**src/rtl/program_sequencer_if.sv**
```systemverilog
// Control and status bundle of the program sequencer.
// All controls are per-cycle levels with no valid/ready handshake: the
// sequencer samples every input on each rising clk edge, and hold=1 freezes
// it for that cycle. pm_addr is combinational. pc, sp_count and the two
// sticky flags are registered.
interface program_sequencer_if #(
   parameter int STACK_DEPTH = 4
);
   localparam int SPW = $clog2(STACK_DEPTH) + 1;

   logic           hold;
   logic           jmp;
   logic           jmp_nz;
   logic           dont_jmp;
   logic [3:0]     jmp_addr;
   logic           call;
   logic           ret;
   logic [7:0]     pm_addr;
   logic [7:0]     pc;
   logic [SPW-1:0] sp_count;
   logic           stack_ovf;
   logic           stack_unf;

   // Decoder side: issues requests and observes fetch address and stack status
   modport master (
      output hold, jmp, jmp_nz, dont_jmp, jmp_addr, call, ret,
      input  pm_addr, pc, sp_count, stack_ovf, stack_unf
   );

   // Sequencer side
   modport slave (
      input  hold, jmp, jmp_nz, dont_jmp, jmp_addr, call, ret,
      output pm_addr, pc, sp_count, stack_ovf, stack_unf
   );
endinterface

```
**src/rtl/program_sequencer.sv**
```systemverilog
// Program sequencer: produces the next program-memory fetch address and
// keeps a small return-address stack for call/ret. Jumps and calls stay
// inside the current 16-word page. Only ret or sequential increment can
// cross into another page.
module program_sequencer #(
   parameter int STACK_DEPTH = 4
) (
   input  logic                clk,
   input  logic                sync_reset_n,
   program_sequencer_if.slave  bus
);
   localparam int              PW      = $clog2(STACK_DEPTH);
   localparam int              SPW     = PW + 1;
   localparam logic [SPW-1:0]  SP_ONE  = SPW'(1);
   localparam logic [SPW-1:0]  SP_FULL = SPW'(STACK_DEPTH);

   logic [7:0]     r_pc;
   logic [SPW-1:0] r_sp;
   logic           r_ovf;
   logic           r_unf;
   logic [7:0]     r_stack [STACK_DEPTH];

   logic [7:0]     w_pc_inc;
   logic [7:0]     w_target;
   logic [PW-1:0]  w_top_idx;
   logic [PW-1:0]  w_push_idx;
   logic [7:0]     w_top;
   logic           w_active;
   logic           w_nonempty;
   logic           w_full;
   logic           w_do_call;
   logic           w_push;
   logic           w_pop;
   logic           w_ovf_evt;
   logic           w_unf_evt;
   logic [7:0]     w_pm_addr;

   assign w_pc_inc   = r_pc + 8'd1;                // wraps FF -> 00 silently
   assign w_target   = {r_pc[7:4], bus.jmp_addr};  // page-relative target
   assign w_nonempty = (r_sp != '0);
   assign w_full     = (r_sp == SP_FULL);
   // Top entry sits one below the count. It is only used when the stack is
   // non-empty, so stale entries above sp are never forwarded.
   assign w_top_idx  = r_sp[PW-1:0] - PW'(1);
   assign w_push_idx = r_sp[PW-1:0];
   assign w_top      = r_stack[w_top_idx];

   // Stack and flag events only happen on a live, unfrozen cycle.
   // ret dominates call, so call+ret never pushes or flags overflow.
   assign w_active   = sync_reset_n && !bus.hold;
   assign w_do_call  = w_active && bus.call && !bus.ret;
   assign w_push     = w_do_call && !w_full;
   assign w_ovf_evt  = w_do_call && w_full;
   assign w_pop      = w_active && bus.ret && w_nonempty;
   assign w_unf_evt  = w_active && bus.ret && !w_nonempty;

   // Next fetch address, highest priority first
   always_comb begin
      w_pm_addr = w_pc_inc;
      if (!sync_reset_n) begin
         w_pm_addr = 8'h00;
      end else if (bus.hold) begin
         w_pm_addr = r_pc;
      end else if (bus.ret) begin
         if (w_nonempty) begin
            w_pm_addr = w_top;
         end
      end else if (bus.call || bus.jmp || (bus.jmp_nz && !bus.dont_jmp)) begin
         w_pm_addr = w_target;
      end
   end

   // pc, stack pointer and sticky error flags
   always_ff @(posedge clk) begin
      if (!sync_reset_n) begin
         r_pc  <= 8'h00;
         r_sp  <= '0;
         r_ovf <= 1'b0;
         r_unf <= 1'b0;
      end else if (!bus.hold) begin
         r_pc <= w_pm_addr;
         if (w_push) begin
            r_sp <= r_sp + SP_ONE;
         end else if (w_pop) begin
            r_sp <= r_sp - SP_ONE;
         end
         if (w_ovf_evt) begin
            r_ovf <= 1'b1;
         end
         if (w_unf_evt) begin
            r_unf <= 1'b1;
         end
      end
   end

   // Return-address storage. Contents survive reset because the count is
   // what defines validity.
   always_ff @(posedge clk) begin
      if (w_push) begin
         r_stack[w_push_idx] <= w_pc_inc;
      end
   end

   assign bus.pm_addr   = w_pm_addr;
   assign bus.pc        = r_pc;
   assign bus.sp_count  = r_sp;
   assign bus.stack_ovf = r_ovf;
   assign bus.stack_unf = r_unf;
endmodule

```
**src/flat_wrapper.sv**
```systemverilog
// flat-port wrapper written by rule: the top's interface ports become plain ports
module program_sequencer_flat 
#(
   parameter int STACK_DEPTH = 4
)
  (clk, sync_reset_n, bus_hold, bus_jmp, bus_jmp_nz, bus_dont_jmp, bus_jmp_addr, bus_call, bus_ret, bus_pm_addr, bus_pc, bus_sp_count, bus_stack_ovf, bus_stack_unf);
  program_sequencer_if #(.STACK_DEPTH(STACK_DEPTH)) bus_i ();
  input  logic clk;
  input  logic sync_reset_n;
  input wire logic [$bits(bus_i.hold)-1:0] bus_hold;
  input wire logic [$bits(bus_i.jmp)-1:0] bus_jmp;
  input wire logic [$bits(bus_i.jmp_nz)-1:0] bus_jmp_nz;
  input wire logic [$bits(bus_i.dont_jmp)-1:0] bus_dont_jmp;
  input wire logic [$bits(bus_i.jmp_addr)-1:0] bus_jmp_addr;
  input wire logic [$bits(bus_i.call)-1:0] bus_call;
  input wire logic [$bits(bus_i.ret)-1:0] bus_ret;
  output wire logic [$bits(bus_i.pm_addr)-1:0] bus_pm_addr;
  output wire logic [$bits(bus_i.pc)-1:0] bus_pc;
  output wire logic [$bits(bus_i.sp_count)-1:0] bus_sp_count;
  output wire logic [$bits(bus_i.stack_ovf)-1:0] bus_stack_ovf;
  output wire logic [$bits(bus_i.stack_unf)-1:0] bus_stack_unf;
  assign bus_i.hold = bus_hold;
  assign bus_i.jmp = bus_jmp;
  assign bus_i.jmp_nz = bus_jmp_nz;
  assign bus_i.dont_jmp = bus_dont_jmp;
  assign bus_i.jmp_addr = bus_jmp_addr;
  assign bus_i.call = bus_call;
  assign bus_i.ret = bus_ret;
  assign bus_pm_addr = bus_i.pm_addr;
  assign bus_pc = bus_i.pc;
  assign bus_sp_count = bus_i.sp_count;
  assign bus_stack_ovf = bus_i.stack_ovf;
  assign bus_stack_unf = bus_i.stack_unf;
  program_sequencer #(.STACK_DEPTH(STACK_DEPTH)) u_core (.clk(clk), .sync_reset_n(sync_reset_n), .bus(bus_i));
endmodule
```
**config.mk**
```make
export PLATFORM = sky130hd
export DESIGN_NAME = program_sequencer_flat
export DESIGN_NICKNAME = d
export VERILOG_FILES = /design/src/rtl/program_sequencer_if.sv /design/src/rtl/program_sequencer.sv /design/src/flat_wrapper.sv
export SDC_FILE = /design/constraint.sdc
export NUM_CORES = 1
export LEC_CHECK = 0
export BUFFER_PORTS_ARGS = -buffer_cell sky130_fd_sc_hd__buf_2
export CORE_MARGIN = 4
export CORE_UTILIZATION = 40
export CTS_BUF_LIST = sky130_fd_sc_hd__clkbuf_8
export CTS_CLUSTER_SIZE = 12
export DETAILED_ROUTE_END_ITERATION = 10
export PLACE_DENSITY_LB_ADDON = 0.3
export RECOVER_POWER = 100
export SYNTH_ARGS = -nofsm -noshare
export SYNTH_HDL_FRONTEND = slang
export SYNTH_SLANG_ARGS = --single-unit
```
**constraint.sdc**
```tcl
create_clock -name clk -period 4.01 [get_ports clk]
set_input_delay 0.802 -clock clk [delete_from_list [all_inputs] [get_ports clk]]
set_output_delay 0.802 -clock clk [all_outputs]
set_load 0.01 [all_outputs]
```
-- Word-level counts from Yosys, hierarchy flattened
Memory sizes are Yosys's and may differ from the RTL's.
Cells that the tools add are included.
- register bits after elaboration: 13
- bits in writable memories: 32
- input port bits: 12
- output and inout port bits: 21
- word-level logic and storage cells: 41
- memories kept: 1
- memory list (name ; depth ; bits a word ; rd ports ; clocked after Yosys merged registers in ; write ports ; RTL line ; text):
    u_core.r_stack ; 4 ; 8 ; 1 ; 0 ; 1 ; program_sequencer.sv:21 ; logic [7:0] r_stack [STACK_DEPTH];
- $add $sub $neg: 4
- equality and inequality tests: 1
- muxes and demuxes: 9
- bitwise logic cells: 1
- reductions and logical operators: 21
- operators with widths (kind ; number):
    8-bit 2-to-1 mux ; 5
    1-bit logical AND ; 9
    8-bit by 1-bit adder with 8-bit output (second input constant) ; 1
    3-bit 2-to-1 mux ; 2
    2-bit AND reduction ; 3
    1-bit logical NOT ; 5
    3-bit by 1-bit adder with 3-bit output (second input constant) ; 1
    3-bit == test (second input constant) ; 1
    3-bit nonzero test ; 1
    3-bit by 1-bit subtractor with 3-bit output (second input constant) ; 1
    1-bit logical OR ; 2
    1-bit 2-to-1 mux ; 2
    2-bit nonzero test ; 1
    2-bit by 1-bit subtractor with 2-bit output (second input constant) ; 1
    1-bit inverter ; 1

-- Depth between registers and ports, before layout
- depth after elaboration: 7
- gate-level depth with buffers: 11

-- Worst setup path after synthesis
OpenSTA, ideal clock, no wires.
- path kind: register to output
- from: register u_core.r_sp[0] (netlist: u_core.bus.sp_count[0])
- to: output bus_pm_addr[7]
- arrival time: 2.091 ns
- data required time: 3.208 ns
- path slack: 1.117 ns
- stages on the path, launching flop included: 8
- path buffers: 2
- cell sequence: dfxtp_1 -> buf_2 -> inv_1 -> ha_1 -> clkbuf_1 -> mux4_1 -> a2111oi_2 -> nor4_1
- word-level cells in the longest chain between the ends: 6
- elaborated cells on any way between the ends: 7
- classes of those cells: 1 x add/sub; 4 x mux; 1 x reduce/logical; 1 x memory
- ends and longest elaborated chain (item ; RTL line ; text):
    start, declared ; program_sequencer.sv:18 ; logic [SPW-1:0] r_sp;
    start signal, assigned ; program_sequencer.sv:83 ; r_sp <= r_sp + SP_ONE;
    start signal, assigned ; program_sequencer.sv:85 ; r_sp <= r_sp - SP_ONE;
    2-bit by 1-bit subtractor with 2-bit output ; program_sequencer.sv:44 ; assign w_top_idx = r_sp[PW-1:0] - PW'(1);
    net u_core.w_top_idx[0] ; program_sequencer.sv:25 ; logic [PW-1:0] w_top_idx;
    memory 4 x 8 bit ; - ;
    8-bit 2-to-1 mux ; program_sequencer.sv:65 ; if (w_nonempty) begin
    8-bit 2-to-1 mux ; program_sequencer.sv:64 ; end else if (bus.ret) begin
    8-bit 2-to-1 mux ; program_sequencer.sv:62 ; end else if (bus.hold) begin
    8-bit 2-to-1 mux ; program_sequencer.sv:60 ; if (!sync_reset_n) begin
    end, declared ; flat_wrapper.sv:17 ; output wire logic [$bits(bus_i.pm_addr)-1:0] bus_pm_addr;
The timed path passes the listed nets, and every way through them passes these cells.

-- Worst setup path in the final report
- from: input sync_reset_n
- to: output bus_pm_addr[6]
- word-level cells in the longest chain between the ends: 1
- ends and longest elaborated chain (item ; RTL line ; text):
    start, declared ; flat_wrapper.sv:9 ; input logic sync_reset_n;
    8-bit 2-to-1 mux ; program_sequencer.sv:60 ;
No other way between the ends.

==> impl_metrics.json <==
{
  "async_reset_ff_share_pct": 0,
  "register_area_mm2": 0.001221,
  "drv_cap": 0,
  "clock_latency_ps": 310,
  "post-cts-setup-buffer-count": 0,
  "worst_pin_slew_ps": 879.2,
  "crit_path_max_fanout": 19,
  "antenna_cells": 0,
  "worstPathRequired_ps": 3210,
  "end_kind": "output port",
  "slew_headroom_pct": 41.38,
  "power_density_mw_per_mm2": 393.2,
  "drtIter0Drc": 97,
  "crit_path_start_kind": "input pin",
  "die_w_um": 85.68,
  "clock.fmax_mhz": 295.2,
  "finalNetCount": 245,
  "worstSetupPathType": "in -> out",
  "final_antenna_net_count": 0,
  "fin_crit_sh_pct": 84.47,
  "setup_tns_ps": 0,
  "antenna_found_initial": 0,
  "first_global_vias": 1655,
  "drc_errors": 0,
  "post_cts_resized": 0,
  "io_pins": 33,
  "gr-usage-met3_pct": 2.209,
  "top_usage_layer": "met2",
  "yosys_warnings": 0,
  "ctsHoldBuffers": 0,
  "floorplan.initialDensity_pct": 41.01,
  "globalRouteTotalUtil_pct": 15.56,
  "vias": 1698,
  "maxSlewViolCount": 0,
  "postRouteWirelength_um": 5431,
  "finalSetupViolations": 0,
  "cts_buffer_depth": 2,
  "cts.sinks": 45,
  "synthDistinctLibCells": 52,
  "clk_pin_slew_ps": 100,
  "fill_cells": 556,
  "numCtsBuffers": 5,
  "wl_per_cell_um": 17.92,
  "critPathArrivalTime_ps": 2590,
  "portBuffers": 32,
  "synth-seq-area-share_pct": 50.60,
  "status": "complete, no violations",
  "syn_area_per_cell_um2": 12.13,
  "cts_root_buffer": "clkbuf_8",
  "layout_min_cycle_time_ps": 3387,
  "dp_hpwl_um": 4061,
  "first_pass_iters": 4,
  "hold_class": "reg -> reg",
  "grt_max_degree": 20,
  "rows": 28,
  "skew_ps": 13.43,
  "multi_input_area_mm2": 0.001060,
  "die-area_mm2": 0.007341,
  "core_mm2": 0.005886,
  "layout-drive-gt1-share_pct": 15.79,
  "viasPerCell": 5.604,
  "cts-htree-levels": 2,
  "synth_cells": 199,
  "overflow": 0,
  "hold_violations": 0,
  "final_util_pct": 44.98,
  "die_y_um": 85.68,
  "use_met1_pct": 21.07,
  "p_leak_nw": 0.9058,
  "grt_pass1_wl_um": 8735,
  "grt_use_met2_pct": 25.49,
  "synthFlopType": "edfxtp_1",
  "vdd_drop_max_mv": 0.1644,
  "rsz0062_at_grt": "no",
  "timing.hold.ws_ps": 484.6,
  "ys_ff_latch": 45,
  "netlist_area_mm2": 0.002414,
  "synth_edf_count": 32,
  "area_growth_pct": 9.694,
  "gp_congestion": 0.8039,
  "synth_nets": 217,
  "cts_tree": "done"
}
==> final timing paths <==
kind / startpoint / to / slack (ps) / cells past startpoint
setup / recovery: sync_reset_n / bus_pm_addr[6] / 620 / 6
hold / removal: u_core.bus.stack_unf / u_core.bus.stack_unf / 480 / 2
setup reg to reg: u_core.bus.sp_count[0] / u_core.bus.pc[7] / 1800 / 4
hold reg to reg: u_core.bus.stack_unf / u_core.bus.stack_unf / 480 / 2
==> final cells by class <==
class / count / area share, %
flip-flops and latches: 45 / 46.12
multi-input cells: 132 / 40.03
repair buffers: 33 / 5.198
well taps: 75 / 3.544
clock buffers: 5 / 2.599
inverters: 10 / 1.418
clock inverters: 3 / 1.087
==> critical path: stages <==
cell and delay (ps):
clkbuf_1 500, or3b_1 460, a21oi_1 280, o32ai_1 170, o221ai_1 190, clkbuf_1 180
==> cells in the final DEF (no fill, tap or decap), types with 3 or more instances in the layout <==
cell | netlist | layout
a21boi_0 | 4 | 4
a21oi_1 | 8 | 8
a31o_2 | 3 | 3
and2_0 | 0 | 3
and2_1 | 6 | 3
and3_1 | 5 | 5
buf_2 | 3 | 11
clkbuf_1 | 3 | 22
clkbuf_8 | 3 | 5
dfxtp_1 | 13 | 13
edfxtp_1 | 32 | 32
ha_1 | 6 | 6
inv_1 | 10 | 10
mux4_2 | 7 | 7
nand2_1 | 14 | 14
nand3_1 | 7 | 7
nor2_1 | 10 | 10
o211ai_1 | 5 | 5
o21ai_0 | 4 | 4
o221ai_1 | 4 | 4
o32ai_1 | 4 | 4
xnor2_1 | 7 | 7
==> synth_stat cells (2+ instances only) <==
cell type | number | area share, %
a31o_2 | 3 | 1.1
nand4b_1 | 2 | 0.73
and2b_2 | 2 | 0.73
clkbuf_8 | 3 | 1.7
nor2_1 | 10 | 1.6
a21boi_0 | 4 | 1.2
or2_2 | 2 | 0.52
edfxtp_1 | 32 | 40
nand3_1 | 7 | 1.5
o221ai_1 | 4 | 1.5
xor2_1 | 2 | 0.73
nand2_1 | 14 | 2.2
o31ai_1 | 2 | 0.62
nand2b_1 | 2 | 0.52
xnor2_1 | 7 | 2.5
nor3_1 | 2 | 0.41
o211ai_1 | 5 | 1.6
o21ai_0 | 4 | 0.83
and2_1 | 6 | 1.6
dfxtp_1 | 13 | 11
nor3b_1 | 2 | 0.62
o32ai_1 | 4 | 1.5
a21oi_1 | 8 | 1.7
a41oi_1 | 2 | 0.73
mux4_2 | 7 | 6.5
inv_1 | 10 | 1.6
nor4_1 | 2 | 0.52
buf_2 | 3 | 0.62
and3_1 | 5 | 1.3
ha_1 | 6 | 3.1
clkbuf_1 | 3 | 0.47
==> state kept, by name, summed over array words and instances (netlist names) <==
name / flops
u_core.bus.sp_count: 3
u_core.r_stack: 32
u_core.bus.stack_ovf: 1
u_core.bus.stack_unf: 1
u_core.bus.pc: 8
==> stage by stage <==
step	total power [mW]	area, um2	setup slack [ps]	cells
after floorplan	0.6921	2414	1117	199
after global placement	0.7503	2581	964.9	295
after detailed placement	0.7514	2581	948.6	295
after CTS	1.055	2679	797.8	303
after global routing	1.096	2648	374.4	303
final	1.041	2648	622.9	303
==> cell families (layout without fill, tap and decap cells) <==
family          Yosys count  after routing  share of synthesized area, %
simple gates             63             63                         15.60
compound gates           45             45                         13.95
flops                    45             45                         50.60
buf+inv                  22             51                         5.443
xor+xnor                  9              9                         3.266
mux                       9              9                         8.035
fa+ha+maj                 6              6                         3.110
==> routing by layer <==
layer  up-vias  wire length [um]
met3         5               204
met2        40              2613
met1       827              2547
li1        826                 -
met5         -                 0
met4         0                65
==> power breakdown <==
group / switching [mW] / internal [mW]
Combinational: 0.112 / 0.0747
Sequential: 0.0256 / 0.522
Clock: 0.175 / 0.132
Total: 0.313 / 0.728
No activity file was read; power rests on OpenSTA's default activity.
